## src/rtl/signal_capture_sched_if.sv

```systemverilog
// Control, mux-select and BRAM write-port bundle for signal_capture_sched.
// slave = the scheduler, master = whatever drives start/abort/mask and consumes the writes.
interface signal_capture_sched_if #(
  parameter int NB_DATA = 8,
  parameter int NB_SEL  = 2,
  parameter int NB_CNT  = 8
);
  localparam int NB_ADDR = NB_SEL + NB_CNT;
  localparam int NCH     = 1 << NB_SEL;

  logic                      i_start;
  logic                      i_abort;
  logic [NCH-1:0]            i_mask;
  logic signed [NB_DATA-1:0] i_signal;
  logic [NB_SEL-1:0]         o_sel;
  logic                      o_bram_we;
  logic [NB_ADDR-1:0]        o_bram_addr;
  logic [NB_DATA-1:0]        o_bram_data;
  logic                      o_busy;
  logic                      o_done;

  modport slave (
    input  i_start, i_abort, i_mask, i_signal,
    output o_sel, o_bram_we, o_bram_addr, o_bram_data, o_busy, o_done
  );

  modport master (
    output i_start, i_abort, i_mask, i_signal,
    input  o_sel, o_bram_we, o_bram_addr, o_bram_data, o_busy, o_done
  );
endinterface

```

## src/rtl/signal_capture_sched.sv

```systemverilog
// Steps the mux select through enabled channels, settles, then writes 2^NB_CNT samples per channel to BRAM.
// Optional SIGNAL_CAPTURE_SCHED_LOOP_EN: restart from the lowest channel while i_start stays high.
module signal_capture_sched #(
  parameter int NB_DATA    = 8,
  parameter int NB_SEL     = 2,
  parameter int NB_CNT     = 8,
  parameter int SETTLE_CYC = 16
) (
  input  logic                  i_clock,
  input  logic                  i_reset,
  signal_capture_sched_if.slave bus,
  output logic [2:0]            o_state
);
  localparam int NB_ADDR = NB_SEL + NB_CNT;
  localparam int NCH     = 1 << NB_SEL;
  localparam int NB_SET  = (SETTLE_CYC > 1) ? $clog2(SETTLE_CYC) : 1;
  localparam logic [NB_SET-1:0] SETTLE_LAST = NB_SET'(SETTLE_CYC - 1);

  typedef enum logic [2:0] {
    IDLE    = 3'd0,
    SETTLE  = 3'd1,
    CAPTURE = 3'd2,
    NEXT    = 3'd3,
    DONE    = 3'd4
  } state_t;

  state_t             r_state, w_state;
  logic [NCH-1:0]     r_mask, w_mask;
  logic [NB_SEL-1:0]  r_sel, w_sel;
  logic [NB_SET-1:0]  r_settle, w_settle;
  logic [NB_CNT-1:0]  r_idx, w_idx;
  logic               r_we, w_we;
  logic [NB_ADDR-1:0] r_addr, w_addr;
  logic [NB_DATA-1:0] r_data, w_data;
  logic               r_busy, w_busy;
  logic               r_done, w_done;
  logic [NB_SEL-1:0]  w_low_in, w_low_mask, w_above;
  logic               w_found;

  // Channel search: lowest set bit of the live and latched masks, and the
  // lowest latched bit strictly above the current select (no wrap).
  always_comb begin
    w_low_in   = '0;
    w_low_mask = '0;
    w_above    = r_sel;
    w_found    = 1'b0;
    for (int i = NCH - 1; i >= 0; i--) begin
      if (bus.i_mask[i]) w_low_in = NB_SEL'(i);
      if (r_mask[i]) w_low_mask = NB_SEL'(i);
      if (r_mask[i] && (i > int'(r_sel))) begin
        w_above = NB_SEL'(i);
        w_found = 1'b1;
      end
    end
  end

  always_comb begin
    w_state  = r_state;
    w_mask   = r_mask;
    w_sel    = r_sel;
    w_settle = r_settle;
    w_idx    = r_idx;
    w_we     = 1'b0;
    w_addr   = r_addr;
    w_data   = r_data;
    case (r_state)
      IDLE: begin
        if (bus.i_start && !bus.i_abort && (bus.i_mask != '0)) begin
          w_state  = SETTLE;
          w_mask   = bus.i_mask;
          w_sel    = w_low_in;
          w_settle = '0;
        end
      end
      SETTLE: begin
        if (r_settle == SETTLE_LAST) begin
          w_state = CAPTURE;
          w_idx   = '0;
        end else begin
          w_settle = r_settle + 1'b1;
        end
      end
      CAPTURE: begin
        w_we   = 1'b1;
        w_addr = {r_sel, r_idx};
        w_data = bus.i_signal;
        w_idx  = r_idx + 1'b1;
        if (&r_idx) w_state = NEXT;
      end
      NEXT: begin
        if (w_found) begin
          w_state  = SETTLE;
          w_sel    = w_above;
          w_settle = '0;
        end else begin
`ifdef SIGNAL_CAPTURE_SCHED_LOOP_EN
          if (bus.i_start) begin
            w_state  = SETTLE;
            w_sel    = w_low_mask;
            w_settle = '0;
          end else begin
            w_state = DONE;
          end
`else
          w_state = DONE;
`endif
        end
      end
      DONE:    w_state = IDLE;
      default: w_state = IDLE;
    endcase
    // Abort overrides everything: drop the write, keep the select, skip DONE.
    if (bus.i_abort && (r_state != IDLE)) begin
      w_state = IDLE;
      w_we    = 1'b0;
      w_sel   = r_sel;
    end
  end

  assign w_busy = (w_state == SETTLE) || (w_state == CAPTURE) || (w_state == NEXT);
  assign w_done = (w_state == DONE);

  always_ff @(posedge i_clock or negedge i_reset) begin
    if (!i_reset) r_state <= IDLE;
    else          r_state <= w_state;
  end

  always_ff @(posedge i_clock or negedge i_reset) begin
    if (!i_reset) begin
      r_mask   <= '0;
      r_sel    <= '0;
      r_settle <= '0;
      r_idx    <= '0;
      r_we     <= 1'b0;
      r_addr   <= '0;
      r_data   <= '0;
      r_busy   <= 1'b0;
      r_done   <= 1'b0;
    end else begin
      r_mask   <= w_mask;
      r_sel    <= w_sel;
      r_settle <= w_settle;
      r_idx    <= w_idx;
      r_we     <= w_we;
      r_addr   <= w_addr;
      r_data   <= w_data;
      r_busy   <= w_busy;
      r_done   <= w_done;
    end
  end

  assign bus.o_sel       = r_sel;
  assign bus.o_bram_we   = r_we;
  assign bus.o_bram_addr = r_addr;
  assign bus.o_bram_data = r_data;
  assign bus.o_busy      = r_busy;
  assign bus.o_done      = r_done;
  assign o_state         = r_state;
endmodule

```

## src/flat_wrapper.sv

```systemverilog
// flat-port wrapper written by rule: the top's interface ports become plain ports
module signal_capture_sched_flat 
#(
  parameter int NB_DATA    = 8,
  parameter int NB_SEL     = 2,
  parameter int NB_CNT     = 8,
  parameter int SETTLE_CYC = 16
)
  (i_clock, i_reset, o_state, bus_i_start, bus_i_abort, bus_i_mask, bus_i_signal, bus_o_sel, bus_o_bram_we, bus_o_bram_addr, bus_o_bram_data, bus_o_busy, bus_o_done);
  signal_capture_sched_if #(.NB_DATA(NB_DATA), .NB_SEL(NB_SEL), .NB_CNT(NB_CNT)) bus_i ();
  input  logic i_clock;
  input  logic i_reset;
  output logic [2:0] o_state;
  input wire logic [$bits(bus_i.i_start)-1:0] bus_i_start;
  input wire logic [$bits(bus_i.i_abort)-1:0] bus_i_abort;
  input wire logic [$bits(bus_i.i_mask)-1:0] bus_i_mask;
  input wire logic [$bits(bus_i.i_signal)-1:0] bus_i_signal;
  output wire logic [$bits(bus_i.o_sel)-1:0] bus_o_sel;
  output wire logic [$bits(bus_i.o_bram_we)-1:0] bus_o_bram_we;
  output wire logic [$bits(bus_i.o_bram_addr)-1:0] bus_o_bram_addr;
  output wire logic [$bits(bus_i.o_bram_data)-1:0] bus_o_bram_data;
  output wire logic [$bits(bus_i.o_busy)-1:0] bus_o_busy;
  output wire logic [$bits(bus_i.o_done)-1:0] bus_o_done;
  assign bus_i.i_start = bus_i_start;
  assign bus_i.i_abort = bus_i_abort;
  assign bus_i.i_mask = bus_i_mask;
  assign bus_i.i_signal = bus_i_signal;
  assign bus_o_sel = bus_i.o_sel;
  assign bus_o_bram_we = bus_i.o_bram_we;
  assign bus_o_bram_addr = bus_i.o_bram_addr;
  assign bus_o_bram_data = bus_i.o_bram_data;
  assign bus_o_busy = bus_i.o_busy;
  assign bus_o_done = bus_i.o_done;
  signal_capture_sched #(.NB_DATA(NB_DATA), .NB_SEL(NB_SEL), .NB_CNT(NB_CNT), .SETTLE_CYC(SETTLE_CYC)) u_core (.i_clock(i_clock), .i_reset(i_reset), .bus(bus_i), .o_state(o_state));
endmodule
```

## config.mk

```make
export PLATFORM = sky130hd
export DESIGN_NAME = signal_capture_sched_flat
export DESIGN_NICKNAME = d
export VERILOG_FILES = /design/src/rtl/signal_capture_sched_if.sv /design/src/rtl/signal_capture_sched.sv /design/src/flat_wrapper.sv
export SDC_FILE = /design/constraint.sdc
export NUM_CORES = 1
export LEC_CHECK = 0
export BUFFER_PORTS_ARGS = -buffer_cell sky130_fd_sc_hd__buf_2
export CELL_PAD_IN_SITES_DETAIL_PLACEMENT = 1
export CELL_PAD_IN_SITES_GLOBAL_PLACEMENT = 1
export CORE_ASPECT_RATIO = 0.6
export CORE_MARGIN = 5
export CORE_UTILIZATION = 43
export CTS_CLUSTER_SIZE = 40
export DETAILED_ROUTE_END_ITERATION = 16
export PLACE_DENSITY = 0.79
export SETUP_SLACK_MARGIN = 0.1
export SLEW_MARGIN = 0
export SYNTH_ARGS = -nofsm -noshare
export SYNTH_HDL_FRONTEND = slang
export SYNTH_SLANG_ARGS = --single-unit
export TNS_END_PERCENT = 5
```

## constraint.sdc

```tcl
create_clock -name i_clock -period 3.2 [get_ports i_clock]
set_input_delay 0.64 -clock i_clock [delete_from_list [all_inputs] [get_ports i_clock]]
set_output_delay 0.64 -clock i_clock [all_outputs]
set_load 0.05 [all_outputs]
```

==> results of run 1 <==
[through the flow]
stage,hold WS [ns],cells
3_5_place_dp,0.4635,296
4_1_cts,0.4850,304
6_report,0.4684,304
5_1_grt,0.5025,304
2_1_floorplan,0.3444,203
3_3_place_gp,0.4561,296
[registers in the layout (all words and copies together) (netlist names)]
register,count
u_core.bus.o_bram_addr,10
u_core.bus.o_bram_we,1
u_core.r_settle,4
u_core.bus.o_done,1
u_core.bus.o_sel,2
u_core.r_mask,3
u_core.bus.o_busy,1
u_core.r_idx,8
u_core.bus.o_bram_data,8
u_core.o_state,3
[placed cells by master, fill, tap and decap left out, types with 2 or more instances in the layout]
| master | synthesis | layout |
|---|---|---|
| dfrtp_1 | 41 | 41 |
| or3b_2 | 2 | 2 |
| a21oi_1 | 9 | 9 |
| and3_1 | 3 | 3 |
| nor4_1 | 3 | 3 |
| o21ai_0 | 13 | 13 |
| ha_1 | 2 | 2 |
| inv_1 | 3 | 3 |
| bufinv_16 | 0 | 2 |
| a22o_1 | 2 | 2 |
| mux2_2 | 3 | 3 |
| clkbuf_8 | 0 | 5 |
| nand2_1 | 60 | 60 |
| buf_2 | 1 | 41 |
| or4bb_1 | 2 | 2 |
| nand3_1 | 2 | 2 |
| nor2_1 | 16 | 16 |
| nand4_1 | 3 | 3 |
| nand2b_1 | 3 | 3 |
| nor3_1 | 5 | 5 |
| nor3_2 | 2 | 2 |
[power breakdown]
group          internal [µW]  switching, µW
logic                    176            348
registers                606            105
clock network            314            190
total                   1100            642
[logic make-up after synthesis]
logic type | Yosys count
buf+inv | 12
flops | 41
simple gates | 111
compound gates | 34
fa+ha+maj | 2
mux | 3
[worst max-delay path by stage]
stage	startpoint	to	slack (ns)	cells past startpoint
floorplan	u_core.o_state[0]$_DFF_PN0_	u_core.r_mask[1]$_DFFE_PN0P_	1.14	4
global placement	bus_i_start	u_core.r_mask[1]$_DFFE_PN0P_	1.18	4
detailed placement	bus_i_start	u_core.r_mask[2]$_DFFE_PN0P_	1.16	4
CTS	u_core.o_state[2]$_DFF_PN0_	u_core.r_settle[3]$_DFFE_PN0P_	1.24	4
global route	u_core.r_settle[0]$_DFFE_PN0P_	u_core.r_idx[3]$_DFFE_PN0P_	1.02	5
finish	u_core.o_state[2]$_DFF_PN0_	u_core.r_settle[3]$_DFFE_PN0P_	1.21	4
[cell type report]
cell class,count,area [µm²],share of cell area
clock buffer,5,68.82,0.02991
clock inverter,3,68.82,0.02991
inverter,3,11.26,0.004894
multi-input combinational,150,838.3,0.3643
sequential,41,1026,0.4459
tap,60,75.07,0.03263
timing repair buffer,42,212.7,0.09244
[metal layers]
layer / GRT usage / routed length, µm
met2: 0.2738 / 2119
met4: 0.05870 / 65
met5: 0 / 0
met3: 0.05897 / 358
met1: 0.2698 / 2452
==> results.md, run 1 <==
* Outcome: finished, final reports clean
* Setup TNS Final at 0 ns
* Clock skew at 0.007322 ns
* Synth area leaders: dfrtp_1 53%, nand2_1 12%, o21ai_0 3.4%
* Initial DRT Pass Iterations at 4
* Hold Path Class: input pin to async pin
* Num CTS Buffers at 5
* Worst path cell trace: nand3b_1, nor3_1, nor3_2, a211o_1
* Final Cycle Share at 0.6210
* Area share of the largest cell type after synthesis at 0.5349
* Yosys top cell by area: dfrtp_1
* Routed vias at 1627
* Later-pin clock latency in the skew report at 0.30 ns
* Synth Instances at 203
* Worst R2R End: u_core.r_settle[3]$_DFFE_PN0P_
* Post-CTS setup repair buffer count at 0
* Pwr Density at 755.7 mW/mm²
* Drt via density at 5.352
* Synth Flop Type: dfrtp_1
* # resized after CTS at 0
* Mux cell area share after synthesis at 0.01761
* Xor-xnor portion of the synthesized cell area at 0
* CP required at 3.39 ns
* Seq/Total Area, Yosys at 0.5349
* Synth Area in Simple Gates at 0.2896
* Placed Area at 0.002163 mm²
* Core area at 0.004212 mm²
* Post-synth top cells: 60 x nand2_1, 41 x dfrtp_1, 16 x nor2_1
* Count leader, synth: nand2_1
* DP HPWL at 3.614 mm
* Row cnt at 18
* Final Max Slew Viols at 0
* Slowest-stage cell, CP: nor3_1
* Slack of the critical path at 1.213 ns
* Antenna diodes at 0
* Synth Area in Adders at 0.01305
* Layout area overhead at 19.96%
* CTS tree: yes
* DRT iter0 DRCs at 73
* Final wirelength at 4.996 mm
* Syn avg cell area at 9.449 µm²
* Final setup violation count at 0
* Maximum clock frequency at 503.2 MHz
* Async S/R FF share, synth at 1.000
* NumNets Final at 261
* Top delay family on crit path: simple AND/OR/NAND/NOR gates
* H-Tree Level Count at 2
* Die area at 0.005940 mm²
* Largest net degree at the start of global routing at 42
* Compound-Gate Fraction of Synth Area at 0.1168
* Max Buffers Root-to-Sink at 2
* # DRC at 0
* Total track usage at 0.1883
* CTS Hold Buffers Added at 0
* Initial core utilization at 0.4554
* #FFs+latches synth at 41
* Final hold violations at 0
* Synth Warn # at 0
* # Max-Cap Violations at 0
* I/O Pins at 42
* First-pass GRT wire length at 8.383 mm
* Startpoint Class: flop
* Leak Pwr at 0.001148 µW
* Post-Syn Area at 0.001918 mm²
* Root cell of the clock tree: clkbuf_8
* Post-route ant nets at 0
* Arr. time, crit path at 2.17 ns
* Vias in the first global route at 1621
* Layout Utilization at 0.5463
* Total global routing overflow at 0
* I/O Buffers at 41
* Clk sinks at 41
* Synthesized Nets at 221
* Ratio of cells with drive above 1 in the final layout at 0.2541
* Crit-path max cell delay at 0.51 ns
* CP Max Fanout at 10
* Drt wl/cell at 16.43 µm
* Bufs and invs on worst path at 0
* RSZ-0062 raised after global routing: no
* Pre-CTS setup slack at 1.156 ns
* Die X-Extent at 96.23 µm
* Slew headroom at 0.3956
* WS Path Type: flop to flop
* Maximum vdd drop at 0.4161 mV
* Worst slew pin tran at 0.9067 ns
* Largest family of logic cells by synthesized area: simple AND/OR/NAND/NOR gates
* PnR Total Power at 1739 µW
* Design Area, Final at 0.002301 mm²
* Clk pin slew, worst setup/hold paths at 0.08 ns
* RD Place Congestion at 0.7809
* Cell count of the worst reg-to-reg path at 4
* Unique cell type count in the Yosys netlist at 41
* EDFF count, synth at 0
* Post-route minimum period at 1.987 ns
* FF-to-FF Start: u_core.o_state[2]$_DFF_PN0_
* Crit. End Element: flop
* Initial antenna violation count at 0
* Die Ht at 61.74 µm
* Filler instances at 499
* Worst R2R Setup Slack at 1.21 ns
Note: power is estimated with default switching activity, not from simulation.
==> run 2: changes to the inputs <==
Settings changed: ABC_AREA set to 1, CORE_UTILIZATION 43 to 35, PLACE_DENSITY 0.79 to 0.7.
Clock period 3.2 ns to 1.8 ns, I/O delays scaled along.
==> run 2 against run 1 <==
  * Global-route usage shrank 4.3 points
  * Sequential share of layout area grew 0.15 points
  * Non-clock buffer count grew 3
  * Die area grew 16%
  * Critical path type unchanged
==> results.md, run 2 <==
* Leak Pwr at 0.001218 µW
* Most frequent cells in the layout: 68 x nand2_1, 41 x buf_2, 41 x dfrtp_1
* Post-CTS setup repair buffer count at 0
* RSZ-0062 raised after global routing: no
* Final wirelength at 4.686 mm
* Total global routing overflow at 0
* First-pass GRT wire length at 7.969 mm
* Seq pwr share at 0.379
* Placed cell count at 326
* CP Max Fanout at 5
* Die X-Extent at 104.1 µm
* RD Place Congestion at 0.7749
* Later-pin clock latency in the skew report at 0.30 ns
* Placed Area at 0.002153 mm²
* Worst R2R End: u_core.bus.o_busy$_DFF_PN0_
* Unique cell type count in the Yosys netlist at 28
* Clk pin slew, worst setup/hold paths at 0.09 ns
* Async S/R FF share, synth at 1.000
* I/O Pins at 42
* Drt via density at 4.680
* Die Ht at 66.46 µm
* EDFF count, synth at 0
* Clk sinks at 41
* Area share of the largest cell type after synthesis at 0.5518
* Initial core utilization at 0.3642
* Initial antenna violation count at 0
* Routed vias at 1563
* Total track usage at 0.1453
* Internal power at 2073 µW
* Most used cell, CP: nand2_1
* Hold slack at 0.1097 ns
* # DRC at 0
* # Max-Cap Violations at 0
* Slew headroom at 0.6499
* Final hold violations at 0
* DRT iter0 DRCs at 56
* Yosys top cell by area: dfrtp_1
* Row cnt at 20
* Cell count of the worst reg-to-reg path at 6
* Ratio of cells with drive above 1 in the final layout at 0.2537
* DP HPWL at 3.547 mm
* WS Path Type: flop to flop
* I/O Buffers at 41
* Syn avg cell area at 8.490 µm²
* Filler instances at 641
* FF-to-FF Start: u_core.r_settle[0]$_DFFE_PN0P_
* Initial DRT Pass Iterations at 4
* Core area at 0.005105 mm²
* Post-route ant nets at 0
* Post-route minimum period at 1.482 ns
* Psw at 1527 µW
* CTS tree: yes
* Final Max Slew Viols at 0
* Synth Instances at 219
* PnR Total Power at 3600 µW
* Outcome: finished, final reports clean
* Synthesized Nets at 237
* Logic pwr share at 0.373
* Synth Flop Type: dfrtp_1
* H-Tree Level Count at 2
* Sw frac at 0.4240
* Hold Path Class: input pin to async pin
* CP required at 1.99 ns
* Setup TNS Final at 0 ns
* Root cell of the clock tree: clkbuf_8
* Maximum vdd drop at 0.5012 mV
* Crit. End Element: flop
* Arr. time, crit path at 1.67 ns
* Final Cycle Share at 0.8231
* Synth area leaders: dfrtp_1 55%, nand2_1 14%, o21ai_0 6.5%
* Max Buffers Root-to-Sink at 2
* Vias in the first global route at 1596
* Antenna diodes at 0
* Seq/Total Area, Yosys at 0.5518
* NumNets Final at 285
* Crit-path max cell delay at 0.40 ns
* Die area at 0.006918 mm²
* Post-synth top cells: 68 x nand2_1, 41 x dfrtp_1, 24 x o21ai_0
* Max reg flops at 10
* Final setup violation count at 0
* Post-Syn Area at 0.001859 mm²
* Worst slew pin tran at 0.5252 ns
* Part of the power in the clock network at 0.248
* Worst R2R Setup Slack at 0.32 ns
* Slowest-stage cell, CP: dfrtp_1
* Worst path cell trace: ha_1, nand3_1, nand2_1, nand2_1, o21bai_1, nand2_1
* Cell Count, Final, Fillers Out at 334
* Synth Warn # at 0
* Design Area, Final at 0.002293 mm²
* Drt wl/cell at 14.03 µm
* Num CTS Buffers at 5
* Most common cell after layout, fill and taps aside: nand2_1
* Maximum clock frequency at 675.0 MHz
* Layout area overhead at 23.35%
* Count leader, synth: nand2_1
* Startpoint Class: flop
* Largest net degree at the start of global routing at 42
* Clock skew at 0.01257 ns
* #FFs+latches synth at 41
* Pwr Density at 1570 mW/mm²
run 2: cell types whose count changed after synthesis, sizes merged, moves of 7 or more:
cell	previous run	this run
nand3	2	16
inv	3	27
nand2	60	69
nor3	7	0
o21ai	13	28
run 2: repair_timing:
item | 4_1_cts | 5_1_grt
setup endpoints to repair | 0 | 1
resized for setup | 0 | 1
hold buffers | 0 | 0
run 2: power groups by stage:
stage / Combinational, µW / Clock (µW) / Sequential (µW)
global route: 1470 / 967 / 1410
floorplan: 445 / 0 / 1920
global placement: 1340 / 0 / 1370
CTS: 1360 / 931 / 1370
finish: 1340 / 894 / 1360
detailed placement: 1360 / 0 / 1390
run 2: how the worst max path moves through the flow:
stage	start	endpoint	slack, ns	cells past startpoint
CTS	u_core.r_settle[0]$_DFFE_PN0P_	u_core.bus.o_busy$_DFF_PN0_	0.30	6
finish	u_core.r_settle[0]$_DFFE_PN0P_	u_core.bus.o_busy$_DFF_PN0_	0.32	6
global placement	u_core.r_settle[0]$_DFFE_PN0P_	u_core.bus.o_busy$_DFF_PN0_	0.36	6
detailed placement	u_core.r_settle[0]$_DFFE_PN0P_	u_core.bus.o_busy$_DFF_PN0_	0.31	6
floorplan	u_core.o_state[1]$_DFF_PN0_	u_core.bus.o_bram_addr[8]$_DFFE_PN0P_	0.32	7
global route	u_core.r_idx[0]$_DFFE_PN0P_	u_core.r_idx[6]$_DFFE_PN0P_	0.15	7
run 2: worst max-delay path, delay by kind of cell (launching register included):
kind | cells | cell delay, ns
compound gates | 1 | 0.20
simple gates | 4 | 0.58
fa+ha+maj | 1 | 0.21
flops | 1 | 0.40
run 2: cells by family (layout without fill, tap and decap cells):
kind of cell | after synthesis | in the layout | share of synthesized area
xor gates and xnor gates | 1 | 1 | 0.004711
and+or+nand+nor | 108 | 108 | 0.2517
AOI/OAI and AO/OA | 36 | 36 | 0.1110
buffers and inverters | 31 | 80 | 0.06729
DFF | 41 | 41 | 0.5518
adders and majority gates | 2 | 2 | 0.01346
run 2: metal layers:
layer | wire length [µm] | GRT usage
met1 | 2507 | 0.2017
met2 | 1881 | 0.2206
met3 | 263 | 0.04743
met4 | 34 | 0.03393
met5 | 0 | 0
run 2: per-stage QoR:
step / setup slack [ns] / utilization
3_5_place_dp: 0.3079 / 0.4218
3_3_place_gp: 0.3613 / 0.4218
6_report: 0.3184 / 0.4493
2_1_floorplan: 0.3238 / -
4_1_cts: 0.3011 / 0.4488
5_1_grt: 0.1464 / 0.4493
run 2: area by class of cell:
class / instances / area, µm² / share of cell area
well taps: 66 / 82.58 / 0.03601
multi-input cells: 147 / 710.7 / 0.3099
clock inverters: 3 / 68.82 / 0.03001
clock buffers: 5 / 68.82 / 0.03001
flip-flops and latches: 41 / 1026 / 0.4474
repair buffers: 45 / 235.2 / 0.1026
inverters: 27 / 101.3 / 0.04419
==> run 3: changes to the inputs <==
Settings changed: CORE_UTILIZATION 35 to 39, PLACE_DENSITY 0.7 to 0.74.
Clock period 1.8 ns to 1.4 ns, I/O delays scaled along.
==> run 3 against run 2 <==
  * Register-to-register slack worse by 0.27 ns
  * Utilization is 11 points higher
  * Combinational power is 62% higher
  * Flip-flop and latch count stayed put
  * Critical endpoint is now u_core.r_idx[6]$_DFFE_PN0P_
  * Worst hold slack better by 0.070 ns
  * Sequential share of layout area is 4.2 points lower
==> results.md, run 3 (synthesized netlist as in run 2, its figures left out) <==
* Outcome: finished, final reports clean
* Core area at 0.004588 mm²
* WS Path Type: flop to flop
* Largest net degree at the start of global routing at 42
* Max Buffers Root-to-Sink at 2
* DRT met1 WL at 2.637 mm
* Slew headroom at 0.8247
* Layout Utilization at 0.5555
* Met3 wire length at 322 µm
* First-pass GRT wire length at 8.590 mm
* Clk pin slew, worst setup/hold paths at 0.08 ns
* Layout area overhead at 37.08%
* Pwr Density at 1872 mW/mm²
* Crit. End Element: flop
* Root cell of the clock tree: clkbuf_8
* DRT iter0 DRCs at 90
* Leak Pwr at 0.001325 µW
* Most frequent cells in the layout: 63 x nand2_1, 40 x buf_2, 36 x dfrtp_1
* Final wirelength at 5.474 mm
* Most common cell after layout, fill and taps aside: nand2_1
* Final hold violations at 0
* Startpoint Class: flop
* Die Ht at 63.49 µm
* CP Max Fanout at 4
* Cell Count, Final, Fillers Out at 349
* Initial antenna violation count at 0
* Later-pin clock latency in the skew report at 0.30 ns
* CP required at 1.58 ns
* Min-Delay Path Depth at 3
* Row cnt at 19
* Die X-Extent at 99.14 µm
* RD Place Congestion at 0.7553
* Initial core utilization at 0.4052
* Top sig layer: met4
* Worst slew pin tran at 0.2627 ns
* Setup TNS Final at 0 ns
* DP HPWL at 3.534 mm
* Total global routing overflow at 0
* Final Cycle Share at 0.9674
* Drt wl/cell at 15.68 µm
* Cell count of the worst reg-to-reg path at 6
* FF-to-FF Start: u_core.r_settle[1]$_DFFE_PN0P_
* Routed vias at 1693
* H-Tree Level Count at 2
* Drt via density at 4.851
* Maximum vdd drop at 1.020 mV
* Hold Path Class: input pin to flop
* CTS tree: yes
* Clk sinks at 41
* Worst R2R Setup Slack at 0.05 ns
* RSZ-0062 raised after global routing: yes
* # Max-Cap Violations at 0
* Antenna diodes at 0
* Clock skew at 0.008156 ns
* Vias in the first global route at 1689
* NumNets Final at 303
* Max reg flops at 10
* I/O Buffers at 41
* # DRC at 0
* Num CTS Buffers at 5
* I/O Pins at 42
* Total track usage at 0.1730
* Final setup violation count at 0
* Final Max Slew Viols at 0
* Post-route minimum period at 1.354 ns
* Placed cell count at 324
* Hold Path End: u_core.bus.o_bram_data[1]$_DFFE_PN0P_
* Die area at 0.006294 mm²
* Initial DRT Pass Iterations at 4
* Arr. time, crit path at 1.53 ns
* Ratio of cells with drive above 1 in the final layout at 0.3671
* Worst R2R End: u_core.r_idx[6]$_DFFE_PN0P_
* Post-route ant nets at 0
* Met2 Wirelength at 2.468 mm
* Maximum clock frequency at 738.3 MHz
* Worst Hold Launch: bus_i_signal[1]
## run 3: area by class of cell
cell class / instances / area [µm²]
repair buffers: 63 / 424.2
clock buffers: 7 / 86.33
multi-input cells: 147 / 815.8
well taps: 63 / 78.83
inverters: 27 / 103.9
flip-flops and latches: 41 / 1032
clock inverters: 1 / 7.507
fillers: 563 / 2039
## run 3: routing by layer
| layer | track usage | vias to the layer above |
|---|---|---|
| li1 | - | 831 |
| met1 | 0.2491 | 808 |
| met2 | 0.2533 | 47 |
| met3 | 0.05072 | 7 |
| met4 | 0.04429 | 0 |
| met5 | 0 | - |
## run 3: worst max path at each step
stage | to | cells after the start | start
final | u_core.r_idx[6]$_DFFE_PN0P_ | 6 | u_core.r_settle[1]$_DFFE_PN0P_
after global routing | u_core.r_idx[6]$_DFFE_PN0P_ | 6 | u_core.r_settle[1]$_DFFE_PN0P_
after CTS | u_core.r_idx[6]$_DFFE_PN0P_ | 7 | u_core.o_state[2]$_DFF_PN0_
after detailed placement | u_core.bus.o_busy$_DFF_PN0_ | 6 | u_core.r_settle[0]$_DFFE_PN0P_
after global placement | u_core.bus.o_busy$_DFF_PN0_ | 7 | u_core.r_idx[0]$_DFFE_PN0P_
after floorplan | u_core.bus.o_sel[1]$_DFFE_PN0P_ | 8 | u_core.o_state[1]$_DFF_PN0_
## run 3: repair_timing
item,in CTS,in global routing
setup buffers,10,6
gates resized for setup,6,27
pin swaps,5,6
hold endpoints to repair,41,0
setup endpoints to repair,14,31
hold buffers,1,0
## run 3: critical path, cell delays in order, from the launching register on
cell and delay, ns:
dfrtp_1 0.41, ha_4 0.18, nand3_4 0.09, buf_6 0.15, o21ai_4 0.21, buf_6 0.16, o21ai_2 0.05
## run 3: through the flow
stage | hold slack [ns] | total power (µW) | setup slack (ns) | area [µm²]
finish | 0.1794 | 4771 | 0.04557 | 2549
global placement | 0.2717 | 3518 | 0.06952 | 2223
global route | 0.1814 | 5069 | -0.02347 | 2549
CTS | 0.1679 | 4538 | 0.07733 | 2425
floorplan | -0.01559 | 3072 | 0.06820 | 1896
detailed placement | 0.2688 | 3580 | 0.01320 | 2223
## run 3: power by group
part / internal, µW / total, µW / switching (µW) / leakage (µW)
logic: 703 / 2170 / 1470 / 0.000757
registers: 1520 / 1790 / 272 / 0.000524
clock network: 401 / 808 / 408 / 0.0000445
